## config.mk

```make
export PLATFORM = sky130hd
export DESIGN_NAME = sccb_slave_responder_flat
export DESIGN_NICKNAME = d
export VERILOG_FILES = /design/src/rtl/sccb_pkg.sv /design/src/rtl/sccb_slave_responder_if.sv /design/src/rtl/sccb_line_sync.sv /design/src/rtl/sccb_slave_responder.sv /design/src/flat_wrapper.sv
export SDC_FILE = /design/constraint.sdc
export NUM_CORES = 1
export LEC_CHECK = 0
export ABC_AREA = 1
export CAP_MARGIN = 20
export CORE_ASPECT_RATIO = 0.7
export CORE_UTILIZATION = 50
export CTS_CLUSTER_DIAMETER = 40
export DETAILED_ROUTE_END_ITERATION = 10
export PLACE_DENSITY_LB_ADDON = 0.08
export REMOVE_ABC_BUFFERS = 1
export SKIP_LAST_GASP = 1
export SYNTH_ARGS = -nofsm -noshare
export SYNTH_HDL_FRONTEND = slang
export SYNTH_SLANG_ARGS = --single-unit
```

## constraint.sdc

```tcl
create_clock -name clk -period 3.1 [get_ports clk]
set_input_delay 0.62 -clock clk [delete_from_list [all_inputs] [get_ports clk]]
set_output_delay 0.62 -clock clk [all_outputs]
set_load 0.03 [all_outputs]
```

## src/rtl/sccb_pkg.sv

```systemverilog
`default_nettype none
// ============================================================================
// Module   : sccb_pkg
// Brief    : Shared state encoding and constants for the SCCB responder.
// Revision : 1.0
// ============================================================================
package sccb_pkg;

    typedef enum logic [2:0] {
        IDLE    = 3'd0,
        ID      = 3'd1,
        SUBADDR = 3'd2,
        DATA    = 3'd3,
        READ    = 3'd4,
        IGNORE  = 3'd5
    } sccb_state_e;

    localparam logic [3:0] SCCB_BIT_LAST = 4'd8;
    localparam logic [7:0] SCCB_READ_BIT = 8'h01;

    function automatic logic [7:0] sccb_read_id(input logic [7:0] write_id);
        return write_id | SCCB_READ_BIT;
    endfunction

endpackage
`default_nettype wire

```

## src/rtl/sccb_slave_responder_if.sv

```systemverilog
`default_nettype none
// ============================================================================
// Module   : sccb_slave_responder_if
// Brief    : SCCB pad signals plus the register-side write/lookup port.
// Revision : 1.0
// ============================================================================
interface sccb_slave_responder_if;
    logic       SIOC;
    logic       SIOD_in;
    logic       SIOD_out;
    logic       SIOD_oe;
    logic       wr_valid;
    logic [7:0] wr_addr;
    logic [7:0] wr_data;
    logic [7:0] rd_addr;
    logic [7:0] rd_data;
    logic       busy;

    modport slave (
        input  SIOC, SIOD_in, rd_data,
        output SIOD_out, SIOD_oe, wr_valid, wr_addr, wr_data, rd_addr, busy
    );

    modport master (
        output SIOC, SIOD_in, rd_data,
        input  SIOD_out, SIOD_oe, wr_valid, wr_addr, wr_data, rd_addr, busy
    );
endinterface
`default_nettype wire

```

## src/rtl/sccb_line_sync.sv

```systemverilog
`default_nettype none
// ============================================================================
// Module   : sccb_line_sync
// Brief    : SIOC/SIOD synchroniser with SIOC edge and start/stop detection.
// Revision : 1.0
// ============================================================================
module sccb_line_sync #(
    parameter int SYNC_STAGES = 2
) (
    input  wire  clk,
    input  wire  reset,
    input  wire  sioc,
    input  wire  siod,
    output logic sioc_rise,
    output logic sioc_fall,
    output logic start_det,
    output logic stop_det,
    output logic siod_s
);

    logic [SYNC_STAGES-1:0] sioc_sync_q;
    logic [SYNC_STAGES-1:0] siod_sync_q;
    logic                   sioc_prev_q;
    logic                   siod_prev_q;
    logic                   sioc_s;

    // Flops reset to 1 to match an idle, pulled-up bus.
    always_ff @(posedge clk or negedge reset) begin
        if (!reset) begin
            sioc_sync_q <= '1;
            siod_sync_q <= '1;
            sioc_prev_q <= 1'b1;
            siod_prev_q <= 1'b1;
        end else begin
            sioc_sync_q <= {sioc_sync_q[SYNC_STAGES-2:0], sioc};
            siod_sync_q <= {siod_sync_q[SYNC_STAGES-2:0], siod};
            sioc_prev_q <= sioc_sync_q[SYNC_STAGES-1];
            siod_prev_q <= siod_sync_q[SYNC_STAGES-1];
        end
    end

    assign sioc_s    = sioc_sync_q[SYNC_STAGES-1];
    assign siod_s    = siod_sync_q[SYNC_STAGES-1];
    assign sioc_rise =  sioc_s & ~sioc_prev_q;
    assign sioc_fall = ~sioc_s &  sioc_prev_q;
    assign start_det =  sioc_s & sioc_prev_q &  siod_prev_q & ~siod_s;
    assign stop_det  =  sioc_s & sioc_prev_q & ~siod_prev_q &  siod_s;

endmodule
`default_nettype wire

```

## src/rtl/sccb_slave_responder.sv

```systemverilog
`default_nettype none
// ============================================================================
// Module   : sccb_slave_responder
// Brief    : SCCB register target; 3-phase writes, 2-phase reads.
//            Define SCCB_ACK_DRIVE_EN to drive bit 8 low on matched phases.
// Revision : 1.0
// ============================================================================
module sccb_slave_responder
    import sccb_pkg::*;
#(
    parameter logic [7:0] DEVICE_ID   = 8'h42,
    parameter int         SYNC_STAGES = 2
) (
    input  wire                   clk,
    input  wire                   reset,
    sccb_slave_responder_if.slave bus
);

    logic        sioc_rise, sioc_fall, start_det, stop_det, siod_s;
    sccb_state_e state_q;
    logic [3:0]  cnt_q;
    logic [7:0]  rx_q;
    logic [7:0]  tx_q;
    logic        out_q, oe_q, wr_valid_q, busy_q;
    logic [7:0]  wr_addr_q, wr_data_q, rd_addr_q;
    logic [7:0]  w_byte;
    logic        w_ack;

    sccb_line_sync #(.SYNC_STAGES(SYNC_STAGES)) u_sync (
        .clk       (clk),
        .reset     (reset),
        .sioc      (bus.SIOC),
        .siod      (bus.SIOD_in),
        .sioc_rise (sioc_rise),
        .sioc_fall (sioc_fall),
        .start_det (start_det),
        .stop_det  (stop_det),
        .siod_s    (siod_s)
    );

    assign w_byte = {rx_q[6:0], siod_s};

`ifdef SCCB_ACK_DRIVE_EN
    // rx_q holds the full ID byte once the counter has reached the NA bit.
    assign w_ack = (cnt_q == SCCB_BIT_LAST) &&
                   ((state_q == SUBADDR) || (state_q == DATA) ||
                    ((state_q == ID) && ((rx_q == DEVICE_ID) ||
                                         (rx_q == sccb_read_id(DEVICE_ID)))));
`else
    assign w_ack = 1'b0;
`endif

    always_ff @(posedge clk or negedge reset) begin
        if (!reset) begin
            state_q    <= IDLE;
            cnt_q      <= 4'd0;
            rx_q       <= 8'h00;
            tx_q       <= 8'h00;
            out_q      <= 1'b1;
            oe_q       <= 1'b0;
            wr_valid_q <= 1'b0;
            wr_addr_q  <= 8'h00;
            wr_data_q  <= 8'h00;
            rd_addr_q  <= 8'h00;
            busy_q     <= 1'b0;
        end else begin
            wr_valid_q <= 1'b0;
            if (stop_det) begin
                state_q <= IDLE;
                busy_q  <= 1'b0;
                oe_q    <= 1'b0;
                out_q   <= 1'b1;
                cnt_q   <= 4'd0;
            end else if (start_det) begin
                state_q <= ID;
                busy_q  <= 1'b1;
                oe_q    <= 1'b0;
                out_q   <= 1'b1;
                cnt_q   <= 4'd0;
            end else if (sioc_rise && (state_q inside {ID, SUBADDR, DATA, READ})) begin
                if (cnt_q < SCCB_BIT_LAST) rx_q <= w_byte;
                if (cnt_q == 4'd7) begin
                    if (state_q == SUBADDR) rd_addr_q <= w_byte;
                    if (state_q == DATA) begin
                        wr_addr_q  <= rd_addr_q;
                        wr_data_q  <= w_byte;
                        wr_valid_q <= 1'b1;
                    end
                end
                if (cnt_q == SCCB_BIT_LAST) begin
                    cnt_q <= 4'd0;
                    case (state_q)
                        ID: begin
                            if (rx_q == DEVICE_ID) begin
                                state_q <= SUBADDR;
                            end else if (rx_q == sccb_read_id(DEVICE_ID)) begin
                                state_q <= READ;
                                tx_q    <= bus.rd_data;
                            end else begin
                                state_q <= IGNORE;
                            end
                        end
                        SUBADDR: state_q <= DATA;
                        default: state_q <= IGNORE;
                    endcase
                end else begin
                    cnt_q <= cnt_q + 4'd1;
                end
            end else if (sioc_fall) begin
                if ((state_q == READ) && (cnt_q != SCCB_BIT_LAST)) begin
                    oe_q  <= 1'b1;
                    out_q <= tx_q[7];
                    tx_q  <= {tx_q[6:0], 1'b0};
                end else if (w_ack) begin
                    oe_q  <= 1'b1;
                    out_q <= 1'b0;
                end else begin
                    oe_q  <= 1'b0;
                    out_q <= 1'b1;
                end
            end
        end
    end

    assign bus.SIOD_out = out_q;
    assign bus.SIOD_oe  = oe_q;
    assign bus.wr_valid = wr_valid_q;
    assign bus.wr_addr  = wr_addr_q;
    assign bus.wr_data  = wr_data_q;
    assign bus.rd_addr  = rd_addr_q;
    assign bus.busy     = busy_q;

endmodule
`default_nettype wire

```

## src/flat_wrapper.sv

```systemverilog
// flat-port wrapper written by rule: the top's interface ports become plain ports
module sccb_slave_responder_flat import sccb_pkg::*;
#(
    parameter logic [7:0] DEVICE_ID   = 8'h42,
    parameter int         SYNC_STAGES = 2
)
  (clk, reset, bus_SIOC, bus_SIOD_in, bus_rd_data, bus_SIOD_out, bus_SIOD_oe, bus_wr_valid, bus_wr_addr, bus_wr_data, bus_rd_addr, bus_busy);
  sccb_slave_responder_if bus_i ();
  input  wire clk;
  input  wire reset;
  input wire logic [$bits(bus_i.SIOC)-1:0] bus_SIOC;
  input wire logic [$bits(bus_i.SIOD_in)-1:0] bus_SIOD_in;
  input wire logic [$bits(bus_i.rd_data)-1:0] bus_rd_data;
  output wire logic [$bits(bus_i.SIOD_out)-1:0] bus_SIOD_out;
  output wire logic [$bits(bus_i.SIOD_oe)-1:0] bus_SIOD_oe;
  output wire logic [$bits(bus_i.wr_valid)-1:0] bus_wr_valid;
  output wire logic [$bits(bus_i.wr_addr)-1:0] bus_wr_addr;
  output wire logic [$bits(bus_i.wr_data)-1:0] bus_wr_data;
  output wire logic [$bits(bus_i.rd_addr)-1:0] bus_rd_addr;
  output wire logic [$bits(bus_i.busy)-1:0] bus_busy;
  assign bus_i.SIOC = bus_SIOC;
  assign bus_i.SIOD_in = bus_SIOD_in;
  assign bus_i.rd_data = bus_rd_data;
  assign bus_SIOD_out = bus_i.SIOD_out;
  assign bus_SIOD_oe = bus_i.SIOD_oe;
  assign bus_wr_valid = bus_i.wr_valid;
  assign bus_wr_addr = bus_i.wr_addr;
  assign bus_wr_data = bus_i.wr_data;
  assign bus_rd_addr = bus_i.rd_addr;
  assign bus_busy = bus_i.busy;
  sccb_slave_responder #(.DEVICE_ID(DEVICE_ID), .SYNC_STAGES(SYNC_STAGES)) u_core (.clk(clk), .reset(reset), .bus(bus_i));
endmodule
```

==> results of run 1 <==
-- worst reg2reg max path, cell delays in order, from the launching register on --
cell and delay [ps]:
dfrtp_1 430, inv_1 150, o21ai_2 120, a21oi_4 420, nand3_2 590, nand2_1 200, o21ai_1 90
-- power by group through the flow --
stage	clock (mW)	combinational [mW]	sequential, mW
6_report	0.650	0.329	0.958
5_1_grt	0.708	0.383	0.973
4_1_cts	0.665	0.330	0.958
3_5_place_dp	0	0.328	0.970
3_3_place_gp	0	0.325	0.969
2_1_floorplan	0	0.235	0.949
-- cell usage after synthesis, drive strengths merged --
library cell / number / area share
a21boi: 1 / 0.0030
a21oi: 4 / 0.014
buf: 6 / 0.014
dfrtp: 50 / 0.49
dfstp: 7 / 0.073
ha: 2 / 0.0099
inv: 35 / 0.052
nand2: 102 / 0.16
nand3: 36 / 0.080
nand4: 1 / 0.0025
nor2: 14 / 0.021
nor3: 5 / 0.014
o21ai: 30 / 0.061
o22ai: 1 / 0.0025
xor2: 1 / 0.0035
-- metal layers --
layer  share of wire  vias to the layer above  GRT usage
li1                -                     1029          -
met5               0                        -          0
met4          0.0079                        0     0.0714
met3           0.063                        4     0.0845
met2            0.40                       61      0.288
met1            0.53                      886      0.309
-- metrics by stage --
| step | instance area [um^2] | util | setup WS, ps |
|---|---|---|---|
| 6_report | 3170 | 0.655 | 965 |
| 5_1_grt | 3170 | 0.655 | 785 |
| 4_1_cts | 3170 | 0.655 | 937 |
| 3_5_place_dp | 2980 | 0.615 | 990 |
| 3_3_place_gp | 2980 | 0.615 | 986 |
| 2_1_floorplan | 2500 | - | 1400 |
-- state kept, by name, summed over array words and instances, names as in the netlist --
| register | cells |
|---|---|
| u_core.bus.SIOD_oe | 1 |
| u_core.bus.SIOD_out | 1 |
| u_core.u_sync.sioc_sync_q | 2 |
| u_core.state_q | 3 |
| u_core.u_sync.siod_prev_q | 1 |
| u_core.u_sync.sioc_prev_q | 1 |
| u_core.cnt_q | 4 |
| u_core.bus.busy | 1 |
| u_core.bus.wr_addr | 8 |
| u_core.bus.wr_valid | 1 |
| u_core.bus.rd_addr | 8 |
| u_core.bus.wr_data | 8 |
| u_core.u_sync.siod_sync_q | 2 |
| u_core.rx_q | 8 |
| u_core.tx_q | 8 |
-- cell families after synthesis --
| logic type | Yosys count |
|---|---|
| simple gates | 158 |
| compound gates | 36 |
| buf+inv | 41 |
| fa+ha+maj | 2 |
| flops | 57 |
| xor+xnor | 1 |
-- area by class of cell --
cell class	instances	area, um^2
Clock buffer	14	183
Clock inverter	2	10.0
Fill cell	418	1670
Inverter	35	131
Multi-Input combinational cell	197	930
Sequential cell	57	1440
Tap cell	69	86.3
Timing Repair Buffer	40	393
-- worst paths after layout --
path | start | to | slack (ps)
worst max-delay path | u_core.bus.SIOD_out$_DFFE_PN1P_ | bus_SIOD_out | 970
worst min-delay path | reset | u_core.bus.wr_addr[0]$_DFFE_PN0P_ | 270
worst max register to register | u_core.state_q[2]$_DFFE_PN0P_ | u_core.bus.wr_data[0]$_DFFE_PN0P_ | 970
worst min register to register | u_core.u_sync.sioc_sync_q[0]$_DFF_PN1_ | u_core.u_sync.sioc_sync_q[1]$_DFF_PN1_ | 360
max in group asynchronous | reset | u_core.bus.SIOD_out$_DFFE_PN1P_ | 1960
min in group clk | u_core.u_sync.sioc_sync_q[0]$_DFF_PN1_ | u_core.u_sync.sioc_sync_q[1]$_DFF_PN1_ | 360
==> results.cfg, run 1 <==
[run_status]
status = completed

[place]
io_buffers = 39
gp_congestion = 0.916
dp_hpwl_mm = 3.54
placed_cells = 398

[timing]
setup_viol = 0
slew_headroom = 0.598
tns_ps = 0
clock_skew_ps = 7.39
hold_viol_final = 0
drv_slew = 0
rsz0062_at_grt = false
fin_crit_ps = 2130
fmax_mhz = 468
fin_hold_ws_ps = 270
fin_crit_sh = 0.689
tightestPinTransition_ps = 602

[job]
maxCapViolations = 0

[layout]
layout-drive-gt1-share = 0.104
area_delta_synth_final_pct = 25.1
final_cell_mix = 99 x nand2_1, 50 x dfrtp_1, 38 x clkdlybuf4s50_1
final_common_cell = nand2_1
nets = 354
n_antenna_cell = 0
instances_no_fill = 414

[yosys]
synth-compound-area-share = 0.0800
synth_mux_area_frac = 0
synth_top_family_by_area = simple AND/OR/NAND/NOR gates
synth_cell_type_count = 26
yosysSeqAreaShare = 0.567
netlist_area_um2 = 2530
synthXorXnorAreaFrac = 0.00346
ys_seq_elements = 57
synth_cells = 295
yosys.area_share.simple = 0.274
ys_warn_count = 0
synth_adder_area_share = 0.00988
syn_area_per_cell_um2 = 8.58

[critical_path]
cpPeakStageDelay_ps = 660
worst-setup-path-type = reg2out
rr_worst_depth = 6
crit_arrival_ps = 1510
cp_slowest_cell = clkdlybuf4s50_1
cp.buffers_inverters = 1
path_cells = clkdlybuf4s50_1
setup.worst_path.end_class = output port
required_ps = 2480
cp_num_cells = 1
crit_fanout = 2
cpLargestDelayFamily = buffers and inverters
cp-start-kind = flop

[cts]
cts_tree = built
cts_root_buffer = clkbuf_8
numCtsBuffers = 9
cts-hold-fix-buffers = 0
clk_pin_slew_ps = 60
insertion_delay_ps = 330
post_cts_resized = 0
cts_sinks = 57
cts-htree-levels = 3
clk_path_buf_depth = 2
cts_setup_buffers = 0

[floorplanning]
ios = 40
design.core.area_um2 = 4830
rows = 21
initial_utilization = 0.524
die_x_um = 87.1
die_y_um = 61.5
die_area_um2 = 5360

[route]
routed_wl_mm = 5.03
drc = 0
firstDrtPassIters = 4
antenna_left = 0
drt-vias-per-instance = 4.78
routedWlPerCell_um = 12.2
vias = 1980
drt_iter0_markers = 150

[power]
power_density_nw_per_um2 = 612
p_leak_nw = 1.49
swShare = 0.299
total_power_mw = 1.94
peakVddDrop_uv = 345
pwr-share-comb = 0.170
clkPwrFrac = 0.336
power.share.sequential = 0.495
p_int_mw = 1.36
p_switching_mw = 0.579

[grt]
grt-ovfl-total = 0
grt_max_degree = 37
antenna_found_initial = 0
grt_pass1_wl_mm = 8.15
track_usage = 0.212
grt_pass1_vias = 1674

[hold_path]
hp-class = in2async
(Power assumes the default switching activity.)
==> inputs of run 2 (changes only) <==
==> constraint.sdc (replaced) <==
create_clock -name clk -period 2.2 [get_ports clk]
set_input_delay 0.44 -clock clk [delete_from_list [all_inputs] [get_ports clk]]
set_output_delay 0.44 -clock clk [all_outputs]
set_load 0.03 [all_outputs]
==> run 2 against run 1 <==
Clock skew about the same. Final area rose by 2.6%. Non-clock buffer count increased by 2. Critical path type unchanged. Highest routed layer unchanged.
==> results.cfg, run 2 (synthesis gave the netlist of run 1 again) <==
[grt]
track_usage = 0.215
grt_pass1_wl_mm = 8.40
grt_max_degree = 58
gr-usage-met3 = 0.0737
grt-ovfl-total = 0
met1_usage = 0.311
grt_pass1_vias = 1812
antenna_found_initial = 0
grt.busiest_layer = met1
met2_usage = 0.305

[layout]
fin_util = 0.672
area_delta_synth_final_pct = 28.3
nets = 356
final_common_cell = nand2_1
final_cell_mix = 99 x nand2_1, 50 x dfrtp_1, 38 x clkdlybuf4s50_1
finalInstanceArea_um2 = 3250
layout-drive-gt1-share = 0.112
n_antenna_cell = 0

[hold_path]
hp-class = in2async

[critical_path]
path_cells = clkdlybuf4s50_1
cpPeakStageDelay_ps = 660
required_ps = 1760
cpLargestDelayFamily = buffers and inverters
cp-start-kind = flop
cp.buffers_inverters = 1
setup.worst_path.end_class = output port
worst-setup-path-type = reg2out
crit_arrival_ps = 1520
crit_fanout = 2
cp_slowest_cell = clkdlybuf4s50_1

[cts]
cts-htree-levels = 3
cts_sinks = 57
cts_root_buffer = clkbuf_8
clk_pin_slew_ps = 60
insertion_delay_ps = 330
numCtsBuffers = 9
cts_setup_buffers = 0
cts_tree = built
clk_path_buf_depth = 2
cts-hold-fix-buffers = 0
post_cts_resized = 0

[route]
routed_wl_mm = 5.04
antenna_left = 0
drt_iter0_markers = 150
firstDrtPassIters = 4
drc = 0
routedWlPerCell_um = 12.1
drt-vias-per-instance = 4.84
vias = 2012

[floorplanning]
ios = 40
die_y_um = 61.5
die_x_um = 87.1
die_area_um2 = 5360
design.core.area_um2 = 4830
rows = 21
initial_utilization = 0.524

[power]
total_power_mw = 2.95
peakVddDrop_uv = 536
p_leak_nw = 1.53
power_density_nw_per_um2 = 908

[timing]
rsz0062_at_grt = false
slew_headroom = 0.730
fmax_mhz = 510
tns_ps = 0
fin_crit_sh = 0.892
setup_viol = 0
hold_viol_final = 0
tightestPinTransition_ps = 404
drv_slew = 0
fin_crit_ps = 1960
clock_skew_ps = 7.01

[place]
place_area_um2 = 3000
io_buffers = 39
gp_congestion = 0.853
dp_hpwl_mm = 3.48

[job]
maxCapViolations = 0

[run_status]
status = completed
## run 2: changes by cell type in the layout (fill, tap and decap cells not counted), sizes merged
cell,change
buf,+2
bufinv,+2
clkbuf,-2
## run 2: layout make-up
class | instances | area (um^2)
fillers | 425 | 1590
flip-flops and latches | 57 | 1440
multi-input cells | 197 | 937
repair buffers | 42 | 420
clock buffers | 12 | 165
inverters | 35 | 131
well taps | 69 | 86.3
clock inverters | 4 | 73.8
## run 2: path summary, 6_finish.rpt
check / start / depth (start not counted) / slack [ps] / endpoint
worst max-delay path: u_core.bus.SIOD_out$_DFFE_PN1P_ / 1 / 240 / bus_SIOD_out
worst min-delay path: reset / 2 / 100 / u_core.bus.wr_addr[2]$_DFFE_PN0P_
worst max register to register: u_core.u_sync.sioc_sync_q[1]$_DFF_PN1_ / 7 / 330 / u_core.state_q[0]$_DFFE_PN0P_
worst min register to register: u_core.u_sync.sioc_sync_q[0]$_DFF_PN1_ / 0 / 360 / u_core.u_sync.sioc_sync_q[1]$_DFF_PN1_
max in group asynchronous: reset / 2 / 1800 / u_core.bus.SIOD_out$_DFFE_PN1P_
min in group clk: u_core.u_sync.sioc_sync_q[0]$_DFF_PN1_ / 0 / 360 / u_core.u_sync.sioc_sync_q[1]$_DFF_PN1_
## run 2: power by group
part	leakage (nW)	internal [mW]	switching, mW
Combinational	0.663	0.171	0.300
Sequential	0.744	1.22	0.136
Clock	0.123	0.730	0.394
Total	1.53	2.12	0.830
## run 2: routing by layer
| metal | routed length [um] | part of all wire |
|---|---|---|
| met2 | 2090 | 0.42 |
| met1 | 2630 | 0.52 |
| met3 | 271 | 0.054 |
| met4 | 39 | 0.0077 |
| met5 | 0 | 0 |
## run 2: stage by stage
stage               setup slack, ps  hold slack, ps  cells
detailed placement              269             350    400
global placement                256             346    400
CTS                             207            96.3    416
floorplan                       502             144    289
global route                    180             116    416
finish                          237             100    416
